$ cat src/rtl/spi_adc_pkg.sv
// Shared definitions for the ADC-side SPI serializer: FSM encoding,
// synchroniser depth and the counter-width helper.
package spi_adc_pkg;

    typedef enum logic [1:0] {
        IDLE  = 2'd0,
        SHIFT = 2'd1,
        DONE  = 2'd2
    } state_t;

    localparam int unsigned SYNC_STAGES = 2;

    // Bits needed to count 0 .. value-1 (minimum 1).
    function automatic int unsigned clogb2(input int unsigned value);
        int unsigned result;
        int unsigned v;
        result = 0;
        v = (value > 0) ? value - 1 : 0;
        while (v > 0) begin
            result++;
            v = v >> 1;
        end
        if (result == 0) result = 1;
        return result;
    endfunction

endpackage

$ cat src/rtl/sample_fifo.sv
// Small synchronous FIFO with a show-ahead head register: pop_data already
// holds the oldest entry whenever empty is low.
module sample_fifo #(
    parameter int unsigned DATA_WIDTH = 12,
    parameter int unsigned ADDR_WIDTH = 2
) (
    input  logic                  clock,
    input  logic                  reset,
    input  logic                  push,
    input  logic [DATA_WIDTH-1:0] push_data,
    input  logic                  pop,
    output logic [DATA_WIDTH-1:0] pop_data,
    output logic                  full,
    output logic                  empty
);

    localparam int unsigned DEPTH = 2 ** ADDR_WIDTH;

    logic [DATA_WIDTH-1:0] mem [DEPTH];
    logic [ADDR_WIDTH-1:0] wr_ptr;
    logic [ADDR_WIDTH-1:0] rd_ptr;
    logic [ADDR_WIDTH-1:0] rd_ptr_next;
    logic [ADDR_WIDTH:0]   count;
    logic [DATA_WIDTH-1:0] head_q;
    logic [DATA_WIDTH-1:0] head_next;
    logic                  do_push;
    logic                  do_pop;

    assign full     = (count == (ADDR_WIDTH+1)'(DEPTH));
    assign empty    = (count == '0);
    assign do_push  = push && !full;
    assign do_pop   = pop && !empty;
    assign pop_data = head_q;

    // The head follows the pushed word only when nothing older survives this cycle.
    always_comb begin
        rd_ptr_next = do_pop ? rd_ptr + ADDR_WIDTH'(1) : rd_ptr;
        head_next   = head_q;
        if (do_push && (empty || (count == (ADDR_WIDTH+1)'(1) && do_pop)))
            head_next = push_data;
        else if (do_pop)
            head_next = mem[rd_ptr_next];
    end

    always_ff @(posedge clock) begin
        if (do_push) mem[wr_ptr] <= push_data;
    end

    always_ff @(posedge clock) begin
        if (reset) begin
            wr_ptr <= '0;
            rd_ptr <= '0;
            count  <= '0;
            head_q <= '0;
        end else begin
            if (do_push) wr_ptr <= wr_ptr + ADDR_WIDTH'(1);
            rd_ptr <= rd_ptr_next;
            head_q <= head_next;
            case ({do_push, do_pop})
                2'b10:   count <= count + (ADDR_WIDTH+1)'(1);
                2'b01:   count <= count - (ADDR_WIDTH+1)'(1);
                default: count <= count;
            endcase
        end
    end

endmodule

$ cat src/rtl/spi_adc_transmitter.sv
// SPI slave serializer standing in for the ADC: buffers stream samples and
// shifts one per chip-select frame MSB-first on spi_data.
module spi_adc_transmitter
    import spi_adc_pkg::*;
#(
    parameter int unsigned             SAMPLE_WIDTH    = 12,
    parameter int unsigned             FRAME_BITS      = 16,
    parameter int unsigned             FIFO_ADDR_WIDTH = 2,
    parameter logic [SAMPLE_WIDTH-1:0] IDLE_WORD       = '0,
    parameter int unsigned             COUNT_WIDTH     = 16
) (
    input  logic                    clock,
    input  logic                    reset,
    input  logic [SAMPLE_WIDTH-1:0] sample_data,
    input  logic                    sample_valid,
    output logic                    sample_ready,
    input  logic                    spi_clock,
    input  logic                    spi_chipselect,
    output logic                    spi_data,
    output logic [COUNT_WIDTH-1:0]  frame_count,
    output logic [COUNT_WIDTH-1:0]  underrun_count
);

    localparam int unsigned BIT_CNT_WIDTH = clogb2(FRAME_BITS);
    localparam logic [BIT_CNT_WIDTH-1:0] LAST_BIT = BIT_CNT_WIDTH'(FRAME_BITS - 1);

    logic [SYNC_STAGES-1:0]  sclk_sync;
    logic [SYNC_STAGES-1:0]  cs_sync;
    logic                    sclk_hist;
    logic                    cs_hist;
    logic                    sclk_s;
    logic                    cs_s;
    logic                    sclk_rise;
    logic                    sclk_fall;
    logic                    cs_rise;
    logic                    cs_fall;

    logic                    fifo_push;
    logic                    fifo_pop;
    logic [SAMPLE_WIDTH-1:0] fifo_data;
    logic                    fifo_full;
    logic                    fifo_empty;

    state_t                  state;
    logic [FRAME_BITS-1:0]   shift_reg;
    logic [FRAME_BITS-1:0]   frame_word;
    logic [BIT_CNT_WIDTH-1:0] bit_cnt;

    assign sample_ready = !fifo_full;
    assign fifo_push    = sample_valid && sample_ready;
    assign fifo_pop     = (state == IDLE) && cs_fall && !fifo_empty;

    sample_fifo #(
        .DATA_WIDTH (SAMPLE_WIDTH),
        .ADDR_WIDTH (FIFO_ADDR_WIDTH)
    ) u_sample_fifo (
        .clock     (clock),
        .reset     (reset),
        .push      (fifo_push),
        .push_data (sample_data),
        .pop       (fifo_pop),
        .pop_data  (fifo_data),
        .full      (fifo_full),
        .empty     (fifo_empty)
    );

    // Idle levels on reset keep a quiet bus from looking like an edge.
    always_ff @(posedge clock) begin
        if (reset) begin
            sclk_sync <= '0;
            cs_sync   <= '1;
            sclk_hist <= 1'b0;
            cs_hist   <= 1'b1;
        end else begin
            sclk_sync <= {sclk_sync[SYNC_STAGES-2:0], spi_clock};
            cs_sync   <= {cs_sync[SYNC_STAGES-2:0], spi_chipselect};
            sclk_hist <= sclk_sync[SYNC_STAGES-1];
            cs_hist   <= cs_sync[SYNC_STAGES-1];
        end
    end

    assign sclk_s    = sclk_sync[SYNC_STAGES-1];
    assign cs_s      = cs_sync[SYNC_STAGES-1];
    assign sclk_rise = !sclk_hist && sclk_s;
    assign sclk_fall = sclk_hist && !sclk_s;
    assign cs_rise   = !cs_hist && cs_s;
    assign cs_fall   = cs_hist && !cs_s;

    assign frame_word = FRAME_BITS'(fifo_empty ? IDLE_WORD : fifo_data);

    always_ff @(posedge clock) begin
        if (reset) begin
            state          <= IDLE;
            spi_data       <= 1'b0;
            shift_reg      <= '0;
            bit_cnt        <= '0;
            frame_count    <= '0;
            underrun_count <= '0;
        end else begin
            case (state)
                IDLE: begin
                    spi_data <= 1'b0;
                    if (cs_fall) begin
                        state     <= SHIFT;
                        shift_reg <= frame_word;
                        spi_data  <= frame_word[FRAME_BITS-1];
                        bit_cnt   <= '0;
                        if (fifo_empty && underrun_count != '1)
                            underrun_count <= underrun_count + COUNT_WIDTH'(1);
                    end
                end
                SHIFT: begin
                    if (cs_rise) begin
                        state    <= IDLE;
                        spi_data <= 1'b0;
                    end else if (sclk_rise && bit_cnt == LAST_BIT) begin
                        frame_count <= frame_count + COUNT_WIDTH'(1);
                    end else if (sclk_fall) begin
                        if (bit_cnt == LAST_BIT) begin
                            state    <= DONE;
                            spi_data <= 1'b0;
                        end else begin
                            shift_reg <= shift_reg << 1;
                            spi_data  <= shift_reg[FRAME_BITS-2];
                            bit_cnt   <= bit_cnt + BIT_CNT_WIDTH'(1);
                        end
                    end
                end
                DONE: begin
                    spi_data <= 1'b0;
                    if (cs_rise) state <= IDLE;
                end
                default: begin
                    state    <= IDLE;
                    spi_data <= 1'b0;
                end
            endcase
        end
    end

endmodule

$ cat config.mk
export PLATFORM = sky130hd
export DESIGN_NAME = spi_adc_transmitter
export DESIGN_NICKNAME = d
export VERILOG_FILES = /design/src/rtl/spi_adc_pkg.sv /design/src/rtl/sample_fifo.sv /design/src/rtl/spi_adc_transmitter.sv
export SDC_FILE = /design/constraint.sdc
export NUM_CORES = 1
export LEC_CHECK = 0
export CORE_MARGIN = 5
export CORE_UTILIZATION = 57
export DETAILED_ROUTE_END_ITERATION = 8
export GPL_TIMING_DRIVEN = 0
export PLACE_DENSITY = 0.82
export SLEW_MARGIN = 0
export SYNTH_ARGS = -nofsm -noshare
export SYNTH_HDL_FRONTEND = slang
export SYNTH_SLANG_ARGS = --single-unit
$ cat constraint.sdc
create_clock -name clock -period 2.9 [get_ports clock]
set_clock_uncertainty 0.1 [all_clocks]
set_input_delay 0.58 -clock clock [delete_from_list [all_inputs] [get_ports clock]]
set_output_delay 0.58 -clock clock [all_outputs]
set_load 0.005 [all_outputs]
======== Word level (Yosys, flattened, before mapping) ========
Memory sizes are Yosys's and may differ from the RTL's.
Index checks and enable logic that the tools add are counted.
operators by class
  add/subtract/negate cells ............... 7
  equal/unequal tests ..................... 17
  mux-type cells .......................... 31
  bitwise operators ....................... 1
  reductions and logical operators ........ 30
operators by type and width
  operator                 number
  $mux W15                 5
  $mux W12                 3
  $add A16 B1 Y16 const B  2
  $pmux W15 S2             1
  $mux W4                  5
  $ne A16 B16 Y1 const B   1
  $mux W2                  7
  $logic_and A1 B1 Y1      13
  $ne A2 B2 Y1 const B     6
  $ne A3 B3 Y1 const B     3
  $pmux W4 S2              1
  $logic_not A1 Y1         6
  $mux W1                  6
  $pmux W2 S3              1
  $pmux W3 S2              1
  $reduce_and A3 Y1        2
  $reduce_and A6 Y1        1
  $reduce_bool A2 Y1       3
  $reduce_and A5 Y1        1
  $add A2 B1 Y2 const B    2
  $add A4 B1 Y4 const B    1
  $eq A2 B1 Y1 const B     2
  $eq A2 B2 Y1 const B     2
  $eq A4 B4 Y1 const B     1
  other kinds (10)         10
word-level totals
  flip-flop bits (word level) ............. 79
  bits in writable memories ............... 48
  input port bits ......................... 17
  output and inout port bits .............. 34
  logic and storage cells ................. 101
  memories kept ........................... 1
memory list
  memory             depth  width  read ports  clocked after memory_dff  write ports  line               source
  u_sample_fifo.mem  4      12     1           0                         1            sample_fifo.sv:19  logic [DATA_WIDTH-1:0] mem [DEPTH];

======== Longest topological paths before layout ========
Gate-level depths: netlist of the first run.
  word-level depth ........................ 9
  gate-level depth with buffers ........... 9
  mapped depth without buffers ............ 8

======== Cells and area by module ========
Synthesis of the first run repeated with hierarchy kept, for this count alone.
unflattened totals
  cells, all modules ...................... 549
  area, all modules ....................... 5836.8 um^2
modules (own cells, without submodules)
  module               instances  cells an instance  area an instance (um^2)  sequential area each (um^2)
  sample_fifo          1          238                3140.5                   1821.7
  spi_adc_transmitter  1          311                2696.3                   1201.2

======== Worst setup path after synthesis of the first run ========
Ideal clock, no wire load.
  kind .................................... reg-to-reg
  start ................................... register state[0]
  end ..................................... register underrun_count[12]
  library setup time ...................... 0.121 ns
  arrival ................................. 2.216 ns
  required time ........................... 2.679 ns
  slack ................................... 0.464 ns
  stages on the path, launching flop included .. 6
  buffers on the path ..................... 1
  period minus slack after synthesis ...... 2.436 ns
  path through ............................ dfxtp_1 or4b_4 or4_1 clkbuf_2 nor4b_1 mux2_2
between the ends
  cells in the longest elaborated chain, start to end .. 2
RTL lines
  what                         line                        source
  from (decl)                  spi_adc_transmitter.sv:44   state_t state;
  from (signal assigned)       spi_adc_transmitter.sv:93   state <= IDLE;
  from (signal assigned)       spi_adc_transmitter.sv:104  state <= SHIFT;
  from (signal assigned)       spi_adc_transmitter.sv:114  state <= IDLE;
  $logic_not A2 Y1             spi_adc_transmitter.sv:100  case (state)
  $reduce_and A3 Y1 (no line)  -
  to (signal assigned)         spi_adc_transmitter.sv:109  underrun_count <= underrun_count + COUNT_WIDTH'(1);
  to (decl)                    spi_adc_transmitter.sv:21   output logic [COUNT_WIDTH-1:0] underrun_count
Every way passes these cells.
A chain may end at the register's enable or synchronous reset.

======== Worst setup path after layout of the first run ========
Same ends and word-level chain as after synthesis.

==> impl_results.md, run 1 <==
- Relative slew slack: about a third
- Worst path arrival time: between 3 and 4 ns
- Ys async rst share: 0%
- Final hold vios: 0
- Max reg flops: 48
- Synth warn: 0
- Starting Density: between 50% and 60%
- Critical path type: flip-flop to flip-flop
- Post-Synth Adder-Cell Area: approximately 2.8%
- Most used DFF post-synth: dfxtp_1
- Worst-Skew Late Latency: 0.52 ns
- Power Dens Cells: around 660 nW/um^2
- Via count: ~4300
- Setup_tns: 0 ns
- Final setup viols: 0
- Post-synthesis mux area share: approximately 7.6%
- Clock Sinks: about 130
- Antenna-violating nets left: 0
- Routed WL: roughly 13 mm
- Area Overhead vs Synth: 23.09%
- Critical Path Start Type: flip-flop
- Syn Inst Count: around 490
- DR iter-0 viols: 367
- Total Power: ~0.0044 W
- Die W: 107.8 um
- Slew Limit Fails: 0
- Worst Hold Class: flip-flop to flip-flop
- Die area: 11610 um^2
- CTS tree: built
- Largest family of logic cells by synthesized area: simple AND/OR/NAND/NOR gates
- Area share of xor/xnor cells in the synthesized design: between 1 and 1.5%
- Synth top area cells: dfxtp_1 (29%), edfxtp_1 (26%), mux4_2 (5.0%), ha_1 (2.8%), nor2_1 (2.8%)
- Synth Area in Simple Gates: between 10% and 20%
- # nets final: about 600
- Register area share after synthesis: 55.50%
- Max clock buf depth: 2
- Clock root buffer: clkbuf_8
- Mapped Area: ~5400 um^2
- Routed wire per std cell: between 15 and 20 um
- Vias in the first global route: around 4100
- Outcome: finished clean
- CP endpoint kind: flip-flop
- Hpwl dp: 8.365 mm
- Crit share post-route: a little over nine tenths
- Reg clk slew, reported paths: around 0.060 ns
- Largest net degree at the start of global routing: 17
- Cell taking the most area after synthesis: dfxtp_1
- Fin util: a little over 70%
- Hold_buf cts: 0
- Pleak: 2.252 nW
- # rows: 35
- Fmax: 361.5 MHz
- Post-synthesis compound-gate area fraction: roughly 12%
- Reg with most FFs: u_sample_fifo.mem
- Port bufs: 50
- Die Span Y: around 110 um
- Via density per instance: 6.074
- Fill cell count: between 600 and 700
- Critical path required time: 3.21 ns
- H-Tree Depth: 4
- Number of buffers created by CTS: 17
- Worst Tran Pin Value: 1.016 ns
- Maxcap violations: 0
- Post-synthesis register bit count: between 100 and 150
- Worst vdd rail ir drop: 0.0004996 V
- Core ar.: approximately 9300 um^2
- Syn nets: 520
- Synth unique cells: 49
- Fraction of layout cells with a size suffix above 1: between 10% and 20%
- IO Pins: 51
- Largest registers: u_sample_fifo.mem: 48 flops, frame_count: 16 flops, underrun_count: 16 flops
- Top cells by count, synth: dfxtp_1 (79), edfxtp_1 (48), nor2_1 (40)
- Fin crit period: approximately 2.8 ns
- Gp weighted congestion: 0.8811
- Initial antenna violation count: 0
- Synth top area share: between 20% and 30%
- First-pass GRT wire length: about 20 mm
- RSZ-0062 raised after global routing: no
- Overflow after GRT: 0
- Most common cell in the synthesized netlist: dfxtp_1
- Antenna Cells: 0
- Overall Global Routing Usage: around 23%
- Number of synthesized flops with an enable pin: 48
- Drt pass-1 iters: 5
- Residual DRC count: 0
- Max FO, Critical Path: 7
- Avg Inst Size Synth: 11.09 um^2
critical path, cell delays in order, from the launching register on:
cell and delay [ns]:
dfxtp_1 0.38, or4b_4 0.62, or4_1 0.55, clkbuf_2 0.17
nor4b_1 0.45, mux2_2 0.38
stage by stage:
stage,hold slack [ns],setup slack (ns),cells,area [um^2]
after floorplan,0.2895,0.4636,491,5446
after global placement,0.2967,0.01444,670,6108
after detailed placement,0.3184,-0.01568,670,6108
after CTS,0.3355,0.1820,702,6695
after global routing,0.3590,0.07999,702,6704
final,0.3408,0.1336,702,6704
final cells by class:
cell class	count	area [um^2]	area share (%)
inverters	26	97.59	1.456
flip-flops and latches	127	3023	45.09
clock buffers	18	417.9	6.234
plain buffers	26	98.84	1.474
clock inverters	14	168.9	2.520
multi-input cells	312	2236	33.35
repair buffers	50	500.5	7.465
well taps	129	161.4	2.408
report_power, final:
group	switching (W)	internal (W)
Clock	0.000842	0.00125
Combinational	0.000199	0.000130
Sequential	0.0000480	0.00194
final timing paths:
path	cells after the start	slack, ns	endpoint	from
max reg2reg	5	0.13	underrun_count[12]	state[0]
max	5	0.13	underrun_count[12]	state[0]
min	1	0.34	cs_sync[1]	cs_sync[0]
min reg2reg	1	0.34	cs_sync[1]	cs_sync[0]
layer usage:
metal	part of all wire [%]	track usage, %
met4	1.6	9.829
met2	52	38.45
met3	5.8	5.759
met5	0	0
met1	40	27.11
cell usage in the layout (no fill, tap or decap), types with 3 or more instances in the layout:
master / count
a221oi_1: 11
o31ai_1: 10
dfxtp_1: 79
o22ai_1: 12
or4_1: 13
or2_2: 4
nand2b_1: 3
clkbuf_16: 16
mux4_2: 12
or3_1: 8
nor2_1: 40
edfxtp_1: 48
clkdlybuf4s50_1: 50
inv_1: 26
ha_1: 12
inv_6: 6
mux2i_1: 4
and2_1: 4
clkbuf_1: 22
mux2_2: 9
nor3_1: 16
nor2b_1: 16
nand4_1: 7
xor2_1: 3
nor3b_1: 4
o21ai_0: 9
xnor2_1: 4
nand2_1: 14
a211oi_1: 14
buf_1: 4
and4_1: 4
o41ai_1: 5
a21oi_1: 26
nand3_1: 16
nor4_1: 11
a22oi_1: 4
clkinv_4: 3
kinds of logic after synthesis:
group / after synthesis
adder cells (fa/ha/maj): 12
flip-flops: 127
XOR/XNOR: 7
AND/OR/NAND/NOR: 169
buffers and inverters: 52
multiplexers: 25
AO/OA/AOI/OAI: 99
repair_timing:
action                                  4_1_cts  5_1_grt
resized for setup                             0        1
buffers inserted                              0        0
endpoints found under the setup margin        0        4
(Power assumes the default switching activity.)
==> inputs of run 2 (changes only) <==
Settings changed: GPL_ROUTABILITY_DRIVEN from default to 0, PLACE_DENSITY 0.82 to 0.79.
==> impl_results.md, run 2 (same netlist as run 1, synthesis figures left out) <==
- Slew Limit Fails: 0 (unchanged)
- Max reg flops: 48 (unchanged)
- Outcome: finished clean
- Worst Hold Class: flip-flop to flip-flop
- Worst-Skew Late Latency: 0.51 ns (about the same)
- Die Span Y: 107.8 um (unchanged)
- Most common cell after layout, fill and taps aside: dfxtp_1
- Critical path type: flip-flop to primary output
- Placed cell areas: 6108 um^2 (unchanged)
- Antenna Cells: 0 (unchanged)
- Die W: 107.8 um (unchanged)
- CTS tree: built
- Hpwl dp: 8.249 mm (-1.4%)
- CP bufs+invs: 2 (+1)
- Number of buffers created by CTS: 17 (unchanged)
- Overall Global Routing Usage: 22.59% (-0.048 points)
- Crit share post-route: 90.53% (-4.9 points)
- Worst Tran Pin Value: 1.011 ns (-0.005465 ns)
- Via density per instance: 6.028 (-0.75%)
- Placed Cells: 670 (unchanged)
- CP endpoint kind: primary output
- Post-CTS resize count: 0 (unchanged)
- Fin crit period: 2.625 ns (-0.1409 ns)
- Overflow after GRT: 0 (unchanged)
- Largest registers: u_sample_fifo.mem: 48 flops, frame_count: 16 flops, underrun_count: 16 flops
- # rows: 35 (unchanged)
- RSZ-0062 raised after global routing: no
- H-Tree Depth: 4 (unchanged)
- Hold_buf cts: 0 (unchanged)
- Fin util: 71.93% (-0.28 points)
- Residual DRC count: 0 (unchanged)
- Setup bufs post-CTS: 0 (unchanged)
- WHS: 0.3152 ns (-0.02561 ns)
- Relative slew slack: 31.72% (+0.37 points)
- Area Overhead vs Synth: 22.61%
- Reg with most FFs: u_sample_fifo.mem
- Vias in the first global route: 4239 (+3.0%)
- Drt pass-1 iters: 5 (unchanged)
- Finished Cell Area: 6678 um^2 (-0.39%)
- Maxcap violations: 0 (unchanged)
- Worst vdd rail ir drop: 0.0004531 V (-9.3%)
- R2R cell count: 5 (unchanged)
- Crit-path cells: inv_1 -> ha_1 -> nand2_1 -> clkdlybuf4s50_1
- Initial antenna violation count: 0 (unchanged)
- CP max stage cell: clkdlybuf4s50_1
- Critical Path Start Type: flip-flop
- Antenna-violating nets left: 0 (unchanged)
- Number of cells on the critical path: 4 (-1)
- # nets final: 589 (unchanged)
- Port bufs: 50 (unchanged)
- Total Power: 0.004303 W (-2.4%)
- IO Pins: 51 (unchanged)
- Power Dens Cells: 644.4 nW/um^2 (-2.1%)
- Final hold vios: 0 (unchanged)
- Critical path required time: 2.22 ns (-0.99 ns)
- Reg clk slew, reported paths: 0.06 ns (about the same)
- Die area: 11610 um^2 (unchanged)
- Clock Sinks: 127 (unchanged)
- Core ar.: 9284 um^2 (unchanged)
- CP delay by family, top: buffers and inverters
- Final cell count without fillers: 702 (unchanged)
- First-pass GRT wire length: 20.58 mm (+1.0%)
- Clock root buffer: clkbuf_8
- Starting Density: 58.67% (unchanged)
- Critical path's largest stage delay: 0.50 ns (-0.12 ns)
- Pleak: 2.225 nW (-1.2%)
- Worst Hold Depth: 1 (unchanged)
- Routed wire per std cell: 17.67 um (-1.5%)
- Largest net degree at the start of global routing: 17 (unchanged)
- Final setup viols: 0 (unchanged)
- Max FO, Critical Path: 7 (unchanged)
- Worst path arrival time: 1.95 ns (-1.13 ns)
- Fraction of layout cells with a size suffix above 1: 10.65% (+0.35 points)
- Routed WL: 12.40 mm (-1.5%)
- Max clock buf depth: 2 (unchanged)
- Fmax: 380.9 MHz (+5.4%)
- Most frequent cells in the layout: dfxtp_1 (79), clkdlybuf4s50_1 (50), edfxtp_1 (48)
- Via count: 4232 (-0.75%)
- DR iter-0 viols: 298 (-19%)
[run 2: path summary, 6_finish.rpt]
kind	end	startpoint	slack (ns)
worst max-delay path	sample_ready	u_sample_fifo.count[0]	0.27
worst min-delay path	cs_sync[1]	cs_sync[0]	0.32
worst max register to register	shift_reg[10]	state[0]	0.28
worst min register to register	cs_sync[1]	cs_sync[0]	0.32
[run 2: power by group]
part	switching (W)	total [W]	internal [W]
clock network	0.000831	0.00199	0.00116
registers	0.0000461	0.00198	0.00194
logic	0.000198	0.000329	0.000130
[run 2: layer usage]
layer	wire, um	GRT usage, %
met2	6334	38.19
met3	694	6.299
met5	0	0
met4	192	9.829
met1	5179	26.87
[run 2: worst register-to-register path, stage by stage, from the launching register on]
cell and delay (ns):
dfxtp_1 0.36, nor4b_2 0.84, a41oi_1 0.41, clkbuf_1 0.40, a221oi_1 0.30, nor3_1 0.07
[run 2: final cells by class]
class | count | area, um^2
Sequential cell | 127 | 3023
Fill cell | 666 | 2606
Multi-Input combinational cell | 312 | 2233
Clock buffer | 17 | 414.1
Inverter | 26 | 97.59
Timing Repair Buffer | 50 | 500.5
Tap cell | 129 | 161.4
Buffer | 26 | 98.84
Clock inverter | 15 | 148.9
[run 2: stage by stage]
stage	TNS (ns)	setup slack [ns]
after detailed placement	-1.286	-0.1205
after CTS	0	0.2785
final	0	0.2746
after global routing	0	0.08524
after floorplan	0	0.4636
after global placement	-0.5451	-0.06144
==> inputs of run 3 (changes only) <==
Settings changed: CORE_MARGIN 5 to 2.
==> impl_results.md, run 3 (same netlist as run 1, synthesis figures left out) <==
- Outcome: finished clean
- Critical path required time: 3.21 ns (+0.99 ns)
- Die W: 101.8 um (-5.6%)
- Core ar.: 9240 um^2 (-0.47%)
- Post-Place Worst Slack: -0.06625 ns (+0.05422 ns)
- Largest net degree at the start of global routing: 17 (unchanged)
- Worst vdd rail ir drop: 0.0003941 V (-13%)
- Setup bufs post-CTS: 0 (unchanged)
- Final cell count without fillers: 702 (unchanged)
- Reg with most FFs: u_sample_fifo.mem
- Reg clk slew, reported paths: 0.06 ns (about the same)
- Max reg flops: 48 (unchanged)
- Clock root buffer: clkbuf_8
- Worst Hold Class: flip-flop to flip-flop
- Final hold vios: 0 (unchanged)
- Placed cell areas: 6108 um^2 (unchanged)
- Fin crit period: 2.643 ns (+0.01713 ns)
- Final setup viols: 0 (unchanged)
- Finished Cell Area: 6693 um^2 (+0.22%)
- Routed WL: 12.48 mm (+0.67%)
- Placed Cells: 670 (unchanged)
- Maxcap violations: 0 (unchanged)
- Most common cell after layout, fill and taps aside: dfxtp_1
- Reg area: 3023 um^2 (unchanged)
- DR iter-0 viols: 250 (-16%)
- Critical Path Start Type: flip-flop
- Total Power: 0.004410 W (+2.5%)
- H-Tree Depth: 4 (unchanged)
- Area Overhead vs Synth: 22.88%
- IO Pins: 51 (unchanged)
- Die Span Y: 101.8 um (-5.6%)
- Initial antenna violation count: 0 (unchanged)
- Most frequent cells in the layout: dfxtp_1 (79), clkdlybuf4s50_1 (50), edfxtp_1 (48)
- Via density per instance: 5.967 (-1.0%)
- Drt pass-1 iters: 5 (unchanged)
- Post-CTS resize count: 0 (unchanged)
- Fraction of layout cells with a size suffix above 1: 10.30% (-0.35 points)
- Max FO, Critical Path: 8 (+1)
- Antenna Cells: 0 (unchanged)
- First-pass GRT wire length: 20.05 mm (-2.6%)
- Hold_buf cts: 0 (unchanged)
- # nets final: 589 (unchanged)
- Clock Sinks: 127 (unchanged)
- Power Dens Cells: 658.9 nW/um^2 (+2.2%)
- Max clock buf depth: 2 (unchanged)
- Hpwl dp: 8.067 mm (-2.2%)
- Area occupied by multi-input gates: 2227 um^2 (-0.28%)
- Worst Tran Pin Value: 1.029 ns (+0.01823 ns)
- Setup_tns: 0 ns (unchanged)
- Starting Density: 58.94% (+0.28 points)
- Residual DRC count: 0 (unchanged)
- Vias in the first global route: 4054 (-4.4%)
- Slew Limit Fails: 0 (unchanged)
- Critical path type: flip-flop to flip-flop
- Largest registers: u_sample_fifo.mem: 48 flops, frame_count: 16 flops, underrun_count: 16 flops
- CP endpoint kind: flip-flop
- Pleak: 2.243 nW (+0.83%)
- Routed wire per std cell: 17.78 um (+0.67%)
- Die area: 10350 um^2 (-11%)
- Fmax: 378.4 MHz (-0.65%)
- RSZ-0062 raised after global routing: no
- CTS tree: built
- Final WS setup: 0.2574 ns (-0.01713 ns)
- Fill cell count: 642 (-3.6%)
- # rows: 35 (unchanged)
- Port bufs: 50 (unchanged)
- Number of buffers created by CTS: 17 (unchanged)
- Antenna-violating nets left: 0 (unchanged)
- Worst-Skew Late Latency: 0.52 ns (about the same)
- Crit share post-route: 91.12% (+0.59 points)
- Overflow after GRT: 0 (unchanged)
- Overall Global Routing Usage: 25.43% (+2.8 points)
- Worst path arrival time: 2.95 ns (+1.00 ns)
- Via count: 4189 (-1.0%)
- Relative slew slack: 30.49% (-1.2 points)
run 3: report_power, final:
group	leakage (nW)	internal (W)	total, W	switching (W)
combinational	0.876	0.000129	0.000330	0.000200
sequential	1.08	0.00194	0.00199	0.0000490
clock	0.284	0.00125	0.00209	0.000845
run 3: path summary, 6_finish.rpt:
| path | startpoint | to | slack [ns] | depth (start not counted) |
|---|---|---|---|---|
| worst max-delay path | underrun_count[0] | underrun_count[0] | 0.26 | 5 |
| worst min-delay path | cs_sync[0] | cs_sync[1] | 0.32 | 1 |
| worst max register to register | underrun_count[0] | underrun_count[0] | 0.26 | 5 |
| worst min register to register | cs_sync[0] | cs_sync[1] | 0.32 | 1 |
run 3: through the flow:
step,utilization [%],hold slack (ns)
after floorplan,-,0.2895
after global placement,66.11,0.2985
after detailed placement,66.11,0.3162
after CTS,72.43,0.3310
after global routing,72.43,0.3360
final,72.43,0.3249
run 3: per-layer routing:
layer  vias to the layer above  GRT usage, %  share of wire [%]
li1                       2007             -                  -
met1                      2042         33.03                 42
met2                       126         41.40                 51
met3                        14         5.797                4.9
met4                         0         10.19                1.4
met5                         -             0                  0
run 3: final cells by class:
| cell class | count | share of cell area, % |
|---|---|---|
| flip-flops and latches | 127 | 45.17 |
| multi-input cells | 312 | 33.28 |
| repair buffers | 50 | 7.478 |
| clock buffers | 17 | 6.188 |
| clock inverters | 15 | 2.543 |
| well taps | 129 | 2.412 |
| plain buffers | 26 | 1.477 |
| inverters | 26 | 1.458 |
run 3: critical path: stages, from the launching register on:
cell     delay [ns]
dfxtp_1        0.47
ha_1           0.24
nand4_1        0.29
nor4_1         0.93
nor2_1         0.19
mux2_2         0.32
